`config.mk`:
```
export PLATFORM = sky130hd
export DESIGN_NAME = fetch_stall_gen
export DESIGN_NICKNAME = d
export VERILOG_FILES = /design/src/rtl/fetch_stall_gen.sv
export SDC_FILE = /design/constraint.sdc
export NUM_CORES = 1
export LEC_CHECK = 0
export CAP_MARGIN = 30
export CORE_MARGIN = 5
export CORE_UTILIZATION = 31
export CTS_BUF_LIST = sky130_fd_sc_hd__clkbuf_8 sky130_fd_sc_hd__clkbuf_16
export DETAILED_ROUTE_END_ITERATION = 8
export MAX_ROUTING_LAYER = met4
export PLACE_DENSITY = 0.73
export SKIP_CTS_REPAIR_TIMING = 1
export SLEW_MARGIN = 25
export SYNTH_ARGS = -nofsm -noshare
export SYNTH_HDL_FRONTEND = slang
export SYNTH_SLANG_ARGS = --single-unit
```
`constraint.sdc`:
```
create_clock -name clk -period 2 [get_ports clk]
set_input_delay 0.4 -clock clk [delete_from_list [all_inputs] [get_ports clk]]
set_output_delay 0.4 -clock clk [all_outputs]
set_load 0.01 [all_outputs]
```
`src/rtl/fetch_stall_gen.sv`:
```
// Instruction fetch front end: drives a single outstanding AR/R read per PC,
// stalls the core until the response lands and holds completion under hazards.
module fetch_stall_gen #(
   parameter int DATA_SIZE = 32,
   parameter int CNT_SIZE  = 16
) (
   input  logic                 clk,
   input  logic                 rst,
   input  logic [DATA_SIZE-1:0] pc,
   input  logic                 hazard_stall,
   output logic [DATA_SIZE-1:0] araddr,
   output logic                 arvalid,
   input  logic                 arready,
   input  logic                 rvalid,
   input  logic [DATA_SIZE-1:0] rdata,
   output logic                 rready,
   output logic                 bus_stall,
   output logic                 instruction_stall,
   output logic [DATA_SIZE-1:0] past_pc,
   output logic [DATA_SIZE-1:0] instr,
   output logic                 instr_valid,
   output logic [CNT_SIZE-1:0]  stall_cycles
);

   typedef enum logic [1:0] {
      IDLE = 2'd0,
      AR   = 2'd1,
      R    = 2'd2,
      HOLD = 2'd3
   } state_t;

   localparam logic [DATA_SIZE-1:0] NOP_INSTR = DATA_SIZE'(32'h0000_0013);
   localparam logic [CNT_SIZE-1:0]  CNT_MAX   = '1;

   state_t                 state_q, state_d;
   logic [DATA_SIZE-1:0]   addr_q, addr_d;
   logic [DATA_SIZE-1:0]   past_pc_q, past_pc_d;
   logic [DATA_SIZE-1:0]   instr_q, instr_d;
   logic                   instr_valid_q, instr_valid_d;
   logic [CNT_SIZE-1:0]    stall_cycles_q, stall_cycles_d;

   logic                   fetch_done;
   logic                   enter_ar;

   // The response is only ever taken in R; rvalid elsewhere is deliberately ignored.
   assign fetch_done = (state_q == R) && rvalid;

   always_comb begin
      state_d = state_q;
      unique case (state_q)
         IDLE: state_d = AR;
         AR: begin
            if (arready) begin
               state_d = R;
            end
         end
         R: begin
            if (rvalid) begin
               state_d = hazard_stall ? HOLD : AR;
            end
         end
         HOLD: begin
            if (!hazard_stall) begin
               state_d = AR;
            end
         end
         default: state_d = IDLE;
      endcase
   end

   // The PC is captured only on the edge that enters AR, so it stays frozen for the whole request.
   assign enter_ar = (state_d == AR) && (state_q != AR);

   always_comb begin
      addr_d         = addr_q;
      past_pc_d      = past_pc_q;
      instr_d        = instr_q;
      instr_valid_d  = 1'b0;
      stall_cycles_d = stall_cycles_q;

      if (enter_ar) begin
         addr_d = pc;
      end

      if (fetch_done) begin
         instr_d       = rdata;
         past_pc_d     = addr_q;
         instr_valid_d = 1'b1;
      end

      if (bus_stall && (stall_cycles_q != CNT_MAX)) begin
         stall_cycles_d = stall_cycles_q + CNT_SIZE'(1);
      end
   end

   always_ff @(posedge clk) begin
      if (rst) begin
         state_q        <= IDLE;
         addr_q         <= '0;
         past_pc_q      <= '0;
         instr_q        <= NOP_INSTR;
         instr_valid_q  <= 1'b0;
         stall_cycles_q <= '0;
      end else begin
         state_q        <= state_d;
         addr_q         <= addr_d;
         past_pc_q      <= past_pc_d;
         instr_q        <= instr_d;
         instr_valid_q  <= instr_valid_d;
         stall_cycles_q <= stall_cycles_d;
      end
   end

   assign araddr            = {addr_q[DATA_SIZE-1:2], 2'b00};
   assign arvalid           = (state_q == AR);
   assign rready            = (state_q == R);
   assign bus_stall         = !fetch_done;
   assign instruction_stall = (state_q == HOLD) || hazard_stall;
   assign past_pc           = past_pc_q;
   assign instr             = instr_q;
   assign instr_valid       = instr_valid_q;
   assign stall_cycles      = stall_cycles_q;

endmodule

```
==> results.sh <==
export IMPL_setup_ws_ns=0.139
export IMPL_crit_fanout=3
export IMPL_dp_slack_ns=-0.0612
export IMPL_drcViolationCount=0
export IMPL_layoutNonFillerInstCount=873
export IMPL_cts_tree="built"
export IMPL_critical_path_class="reg -> out"
export IMPL_cts_root_buffer="clkbuf_16"
export IMPL_synth_cell_type_count=40
export IMPL_port_buffers=183
export IMPL_pwr_density_cell_mw_per_mm2=859
export IMPL_drv_slew=0
export IMPL_track_usage=0.150
export IMPL_cts_made_buffers=17
export IMPL_synth_seq_cells=115
export IMPL_antenna_found_initial=0
export IMPL_antenna_cells=0
export IMPL_dominantRegCellSynth="dfxtp_1"
export IMPL_drt_wirelength_per_cell_um=14.3
export IMPL_fin_crit_sh=0.930
export IMPL_rsz0062_at_grt="no"
export IMPL_min_path_type="reg -> reg"
export IMPL_start_util=0.315
export IMPL_cp_required_ns=1.60
export IMPL_synth_seq_area_share=0.505
export IMPL_syn_inst=523
export IMPL_dp_cells=842
export IMPL_post_route_util=0.482
export IMPL_core_mm2=0.0145
export IMPL_grt_max_degree=52
export IMPL_maxCapViolCount=0
export IMPL_htreeDepth=4
export IMPL_syn_to_final_growth_pct=53.2
export IMPL_status="finished, final reports clean"
export IMPL_peakVddDrop_v=0.000526
export IMPL_cts_sinks=115
export IMPL_fmax_ghz=0.537
export IMPL_via_per_inst=4.62
export IMPL_maxSlewHeadroom=0.601
export IMPL_grt_pass1_wl_um=20300
export IMPL_nNetsFinal=747
export IMPL_dp_hpwl_um=8740
export IMPL_skew_ns=0.00565
export IMPL_critPathCaptureType="primary output"
export IMPL_synth_edf_count=0
export IMPL_firstDrtPassIters=4
export IMPL_gp_congestion=0.734
export IMPL_layout_drive_gt1_share=0.0856
export IMPL_postRouteAntennaNets=0
export IMPL_die_y_um=131
export IMPL_grt_pass1_vias=3921
export IMPL_cts_buffer_depth=2
export IMPL_setup_viol=0
export IMPL_syn_cell_area_mm2=0.00455
export IMPL_first_iter_violations=245
export IMPL_async_flop_share=0
export IMPL_ys_warn_count=0
export IMPL_clkTransAtPathRegs_ns=0.05
export IMPL_leakagePower_nw=2.60
export IMPL_finalPower_w=0.00600
export IMPL_grt_overflow=0
export IMPL_finalCriticalPeriod_ns=1.86
export IMPL_routed_wl_um=12500
export IMPL_cp_arrival_ns=1.46
export IMPL_die_x_um=131
export IMPL_hold_viol=0
export IMPL_crit_path_start_kind="register"
export IMPL_worst_pin_slew_ns=0.598
export IMPL_avgSynthCellArea_um2=8.71
export IMPL_rows=44
export IMPL_clock_latency_ns=0.41
export IMPL_fin_tns_setup_ns=0
export IMPL_routed_via_count=4034
export IMPL_die_area_mm2=0.0172
export IMPL_ios=186
metal layers:
metal | vias up | wire (µm) | track usage
met5 | - | 0 | -
met4 | 0 | 318 | 0.0670
met3 | 22 | 908 | 0.0577
met2 | 135 | 5790 | 0.230
met1 | 1846 | 5440 | 0.174
li1 | 2031 | - | -
through the flow:
stage	instance area (µm²)	hold WS, ns
3_5_place_dp	6390	0.444
2_1_floorplan	4560	0.431
4_1_cts	6970	0.452
6_report	6980	0.451
5_1_grt	6980	0.468
3_3_place_gp	6390	0.441
cells in the mapped netlist (2+ instances only):
library cell / number / area, µm²
clkbuf_1: 18 / 67.6
nor2b_1: 2 / 12.5
mux2i_1: 32 / 320
or4_1: 4 / 30.0
nand3_1: 4 / 20.0
buf_4: 39 / 293
o31ai_1: 6 / 45.0
and3_1: 2 / 12.5
a21oi_1: 75 / 375
nor2_1: 35 / 131
nand2_1: 132 / 495
dfxtp_1: 115 / 2300
inv_1: 2 / 7.51
buf_6: 3 / 33.8
or3_1: 9 / 56.3
buf_2: 5 / 25.0
o21ai_0: 9 / 45.0
nand4_1: 7 / 43.8
nand3b_1: 3 / 22.5
sequential cells by signal (all words and copies together) (netlist names):
| name | count |
|---|---|
| instr_valid | 1 |
| instr | 32 |
| addr_q | 32 |
| state_q | 2 |
| past_pc | 32 |
| stall_cycles | 16 |
worst paths after layout:
path	to	from	cells after the start	slack, ns
worst max register to register	stall_cycles[14]	stall_cycles[0]	5	0.28
worst max-delay path	rready	state_q[1]	2	0.14
worst min register to register	past_pc[0]	addr_q[0]	2	0.45
worst min-delay path	past_pc[0]	addr_q[0]	2	0.45
cell usage in the layout (no fill, tap or decap), types with 5 or more instances in the layout:
master           Yosys  final
buf_4               39     12
o21ai_0              9      9
o31ai_1              6      6
dfxtp_1            115    115
or3_1                9      9
clkbuf_16            0     17
mux2i_1             32     32
a21oi_1             75     75
buf_12               0      5
nand2_1            132    132
clkdlybuf4s50_1      0    179
clkbuf_8             0      6
nand4_1              7      7
nor2_1              35     35
report_power, final:
group | leakage [nW] | internal (W) | total, W | switching [W]
clock network | 0.279 | 0.00189 | 0.00291 | 0.00102
logic | 1.39 | 0.000377 | 0.000644 | 0.000267
registers | 0.936 | 0.00238 | 0.00244 | 0.0000603
total | 2.60 | 0.00464 | 0.00600 | 0.00135
worst max-delay path, stage by stage, from the launching register on:
cell and delay (ns):
dfxtp_1 0.33, nor2b_4 0.17, clkdlybuf4s50_1 0.55
cell type report:
class | instances | area, µm²
Timing Repair Buffer | 199 | 2020
Multi-Input combinational cell | 341 | 1830
Sequential cell | 115 | 2300
Clock inverter | 8 | 75.1
Fill cell | 1381 | 7500
Inverter | 3 | 12.5
Tap cell | 184 | 230
Clock buffer | 23 | 508
logic make-up (layout without fill, tap and decap cells):
kind of cell | Yosys count | after routing | share of synthesized area
other | 1 | 2 | 0.000823
buffers and inverters | 68 | 233 | 0.0948
muxes | 32 | 32 | 0.0703
adders and majority gates | 1 | 1 | 0.00275
xor gates and xnor gates | 1 | 1 | 0.00192
DFF | 115 | 115 | 0.505
AOI/OAI and AO/OA | 98 | 98 | 0.119
and+or+nand+nor | 207 | 207 | 0.205
No activity file was read; power rests on OpenSTA's default activity.
==> RTL edit 1: new RTL, same settings <==
Reset style: asynchronous (`rst`), changed in one clocked block.
--- a/src/rtl/fetch_stall_gen.sv
+++ b/src/rtl/fetch_stall_gen.sv
@@ -94,5 +94,5 @@
    end
 
-   always_ff @(posedge clk) begin
+   always_ff @(posedge clk or posedge rst) begin
       if (rst) begin
          state_q        <= IDLE;
Check against the original RTL: differs if rst is asserted again (counterexample within 4 cycles, from zero or initial values and one cycle with rst high); with rst held inactive, the same outputs for 10 cycles.
==> RTL edit 1 against the original RTL <==
- utilization shrank 0.44 points
- area after synthesis grew 5.1%
- sequential cell count is the same
- routed wire length grew 1.3%
- maximum frequency shrank 2.0%
- synthesized cell count shrank 12%
- worst setup slack lost 0.039 ns
- final area grew 4.0%
- highest routed layer unchanged
Power is not compared: it rests on default switching activity, and its combinational part moved more than twofold at a synthesized area within 25%.
==> RTL edit 1: results (changes against the original RTL) <==
| Metric | Value |
|---|---|
| Status | `finished, final reports clean` |
| DP HPWL | `8940 um (+2.2%)` |
| Inverter count | `5 (+2)` |
| Non-CTS buffers | `197 (-1.0%)` |
| Met1 Routed Length | `5400 um (-0.75%)` |
| Top delay family on crit path | `buffers and inverters` |
| WL met2 | `6160 um (+6.5%)` |
| Met3 WL | `790 um (-13%)` |
| Hold wc startpoint | `addr_q[0]$_DFFE_PP0P_` |
| Fill cell count | `1,404 (+1.7%)` |
| Worst EP arrival | `1.50 ns (+0.04 ns)` |
| Post-synthesis mux area share | `0.0847 (+0.0144)` |
| CP peak stage delay | `0.52 ns (-0.03 ns)` |
| Clock-cell share of area | `0.0777 (-0.00582)` |
| Vias per cell | `4.49 (-2.9%)` |
| Multi-input combinational area share | `0.217 (-0.0455)` |
| WL final | `12,600 um (+1.3%)` |
| Data buffer area share | `0.273 (-0.0164)` |
| Worst slew margin | `0.586 (-0.0148)` |
| Storage element area | `2880 sq um (+25%)` |
| Post-synth ARST share | `1.00 (+1.00)` |
| Post-Place Setup Slack | `-0.142 ns (-0.0806 ns)` |
| Compound-Gate Fraction of Synth Area | `0.0141 (-0.105)` |
| Layout cells sized above 1 | `0.0975 (+0.0119)` |
| Synth Area in XOR/XNOR | `0.0183 (+0.0164)` |
| Clock Skews | `0.00817 ns (+0.00252 ns)` |
| Synth unique cells | `40 (unchanged)` |
| Hold WS | `0.461 ns (+0.00987 ns)` |
| Routed len/inst | `15.3 um (+7.3%)` |
| GPL Wtd Cong | `0.776 (+5.7%)` |
| Peak supply drop | `0.756 mV` |
| DR iter-0 viols | `129 (-47%)` |
| Worst Path Max Fanout | `2 (-1)` |
| Post-synth top cells | `nand2_1, dfrtp_1, buf_4, mux2_1, xor2_1` |
| Final #Nets | `694 (-7.1%)` |
| Met1 usage | `0.179 (+0.00465)` |
| Clock buffers | `20 (-13%)` |
| Placed Area | `6690 sq um (+4.7%)` |
| Worst r2r src | `stall_cycles[0]$_DFFE_PP0P_` |
| Synth area leader | `dfrtp_1` |
| Post-synthesis sequential area ratio | `0.602 (+0.0964)` |
| Max Clk Rate | `526 MHz (-2.0%)` |
| Placeable Area | `15,200 sq um (+5.0%)` |
| GR met3 Demand/Resource | `0.0465 (-0.0112)` |
| Global-route wire length before repair | `20,600 um (+1.9%)` |
| Met2 Usage GRT | `0.232 (+0.00272)` |
| Tot GR Track Use | `0.149 (-0.000881)` |
| Avg Cell Area, Syn | `10.5 sq um (+20%)` |
| Vias in the first global route | `3,924 (+0.077%)` |
| Setup crit start | `hazard_stall` |
| Dpl cells | `793 (-5.8%)` |
| Largest net degree at the start of global routing | `116 (+120%)` |
| Adder-cell share of the synthesized area | `0.00261 (-0.000134)` |
| Synth area leaders | `dfrtp_1, nand2_1, mux2_1, buf_4, mux2_2` |
[RTL edit 1: path summary, 6_finish.rpt]
kind | to | cells past startpoint
min in group asynchronous | instr[11]$_DFFE_PP0N_ | 3
worst max-delay path | instruction_stall | 3
max in group asynchronous | instr[8]$_DFFE_PP0N_ | 3
worst max register to register | stall_cycles[8]$_DFFE_PP0P_ | 5
worst min-delay path | past_pc[0]$_DFFE_PP0N_ | 2
worst min register to register | past_pc[0]$_DFFE_PP0N_ | 2
[RTL edit 1: report_power, final]
part	switching (mW)	leakage [nW]	internal, mW
clock network	0.988	0.303	1.89
registers	0.754	1.41	3.41
logic	2.01	1.68	2.70
[RTL edit 1: worst min-delay path, stage by stage (launching register included)]
cell and delay, ns:
dfrtp_1 0.33, nand2_1 0.05, nand2_1 0.05
==> RTL edit 2: new RTL, config.mk and constraints unchanged <==
Made on the original files. Set the parameter `DATA_SIZE` to 64 (it was 32).
--- a/src/rtl/fetch_stall_gen.sv
+++ b/src/rtl/fetch_stall_gen.sv
@@ -2,5 +2,5 @@
 // stalls the core until the response lands and holds completion under hazards.
 module fetch_stall_gen #(
-   parameter int DATA_SIZE = 32,
+   parameter int DATA_SIZE = 64,
    parameter int CNT_SIZE  = 16
 ) (
Ports: changed (5 resized); port bits go from 186 to 346. No check against the original RTL was run, so the function may have changed too.
==> RTL edit 2 against the original RTL <==
- final area increased by 76%
- hold slack got worse by 0.17 ns
- routed wire length increased by 110%
- maximum frequency decreased by 5.0%
- first-iteration DRC count increased by 84%
- sequential cell count increased by 96
- clock skew increased by 0.0068 ns
- worst setup slack got worse by 0.097 ns
- largest cell class unchanged
- via count increased by 88%
- critical endpoint is now instruction_stall
- synthesized cell count increased by 93%
- area after synthesis increased by 75%
- utilization increased by 0.40 points
- highest routed layer unchanged
- total power increased by 67%
==> RTL edit 2: results (changes against the original RTL) <==
| Metric | Value |
|---|---|
| Status | `finished, final reports clean` |
| Post-synth ARST share | `0 (unchanged)` |
| Clock Skews | `0.0124 ns (+0.00679 ns)` |
| Tot GR Track Use | `0.169 (+0.0190)` |
| Clk pin slew, worst setup/hold paths | `0.07 ns (+0.02 ns)` |
| Final #Nets | `1,413 (+89%)` |
| Worst Path Max Fanout | `4 (+1)` |
| Antenna violations before repair | `0 (unchanged)` |
| Synth area leaders | `dfxtp_1, nand2_1, a21oi_1, buf_4, clkbuf_1` |
| Ys flop type | `dfxtp_1` |
| Ant diodes | `0 (unchanged)` |
| Dpl cells | `1,582 (+88%)` |
| Synth unique cells | `40 (unchanged)` |
| PortBufs | `343 (+87%)` |
| Vias in the first global route | `7,369 (+88%)` |
| Avg Cell Area, Syn | `7.93 sq um (-8.9%)` |
| Fill cell count | `2,396 (+73%)` |
| WL final | `25,600 um (+110%)` |
| CTS Root Cell | `clkbuf_16` |
| Clock buffer depth | `3 (+1)` |
| Clk_lat worst skew | `0.51 ns (+0.10 ns)` |
| GPL Wtd Cong | `0.837 (+14%)` |
| DR iter-0 viols | `451 (+84%)` |
| Post-synth top cells | `nand2_1, dfxtp_1, a21oi_1, buf_4, clkbuf_1` |
| Worst EP arrival | `1.56 ns (+0.10 ns)` |
| DRT Pass-1 Iters | `5 (+1)` |
| Num CTS Buffers | `24 (+7)` |
| CP max-delay cell | `clkdlybuf4s50_1` |
| Hold Crit Class | `input port to flip-flop` |
| CP peak stage delay | `0.53 ns (-0.02 ns)` |
| DP HPWL | `18,100 um (+110%)` |
| Leak | `4.37 nW (+68%)` |
| H-tree level count | `1 (-3)` |
| Vias per cell | `4.67 (+1.1%)` |
| Synth Warn # | `0 (unchanged)` |
| Layout cells sized above 1 | `0.0717 (-0.0139)` |
| Global-route wire length before repair | `38,900 um (+92%)` |
| Largest net degree at the start of global routing | `68 (+31%)` |
| Final Instance Count excl. Fillers | `1,627 (+86%)` |
| Post-synthesis sequential area ratio | `0.529 (+0.0235)` |
| Peak supply drop | `0.608 mV (+16%)` |
==> RTL edit 2: changes by cell type in the layout (fill, tap and decap cells not counted), moves of 8 or more <==
cell / delta
a21oi_1: +127
buf_4: +11
clkbuf_16: +8
clkdlybuf4s50_1: +160
dfxtp_1: +91
mux2i_1: -32
nand2_1: +255
nor2_1: -31
==> RTL edit 2: worst max-delay path: cells and delay by family (launching register included) <==
family          cells  cell delay (ns)
compound gates      1             0.14
buf+inv             1             0.53
flops               1             0.38
==> RTL edit 2: cell type report <==
class | count | share of cell area
sequential | 211 | 0.345
timing repair buffer | 377 | 0.313
multi-input combinational | 663 | 0.243
clock buffer | 28 | 0.0543
tap | 330 | 0.0336
clock inverter | 16 | 0.0105
inverter | 2 | 0.00122
==> RTL edit 2: path summary, 6_finish.rpt <==
| path | start | endpoint | slack [ns] | cells after the start |
|---|---|---|---|---|
| setup / recovery | state_q[0]$_SDFF_PP0_ | instruction_stall | 0.04 | 2 |
| hold / removal | rst | state_q[1]$_SDFF_PP0_ | 0.28 | 2 |
| setup reg to reg | stall_cycles[0]$_SDFFE_PP0P_ | stall_cycles[5]$_SDFFE_PP0P_ | 0.21 | 6 |
| hold reg to reg | addr_q[1]$_SDFFE_PP0P_ | past_pc[1]$_SDFFE_PP0N_ | 0.45 | 2 |
==> RTL edit 2: metrics by stage <==
step,power (mW),instance area (sq um),util,worst slack (ns)
detailed placement,5.78,11400,0.453,0.0329
finish,10.0,12300,0.486,0.0420
global placement,5.76,11400,0.453,0.0841
global route,10.5,12300,0.486,-0.0243
CTS,10.2,12200,0.485,-0.177
floorplan,5.13,7990,-,0.230
==> RTL edit 2: per-layer routing <==
metal  GRT usage  routed length, um  vias up
li1            -                  -     3754
met1       0.199              10400     3490
met2       0.285              12200      309
met3      0.0499               2530       45
met4      0.0403                542        0
met5           -                  0        -
==> RTL edit 2: cells by family (layout without fill, tap and decap cells) <==
group           Yosys count  in the layout  share of synthesized area
simple gates            433            433                      0.220
compound gates          225            225                      0.147
flops                   211            211                      0.529
buf+inv                 134            423                     0.0995
fa+ha+maj                 1              1                    0.00157
other cells               1              2                   0.000470
xor+xnor                  1              1                    0.00110
mux                       1              1                    0.00141
==> RTL edit 2: where the power goes <==
part           total, mW  leakage (nW)  switching (mW)  internal, mW
clock network       4.33         0.392            1.80          2.53
logic               1.19          2.26           0.542         0.650
registers           4.48          1.72           0.119          4.36
total               10.0          4.37            2.46          7.54
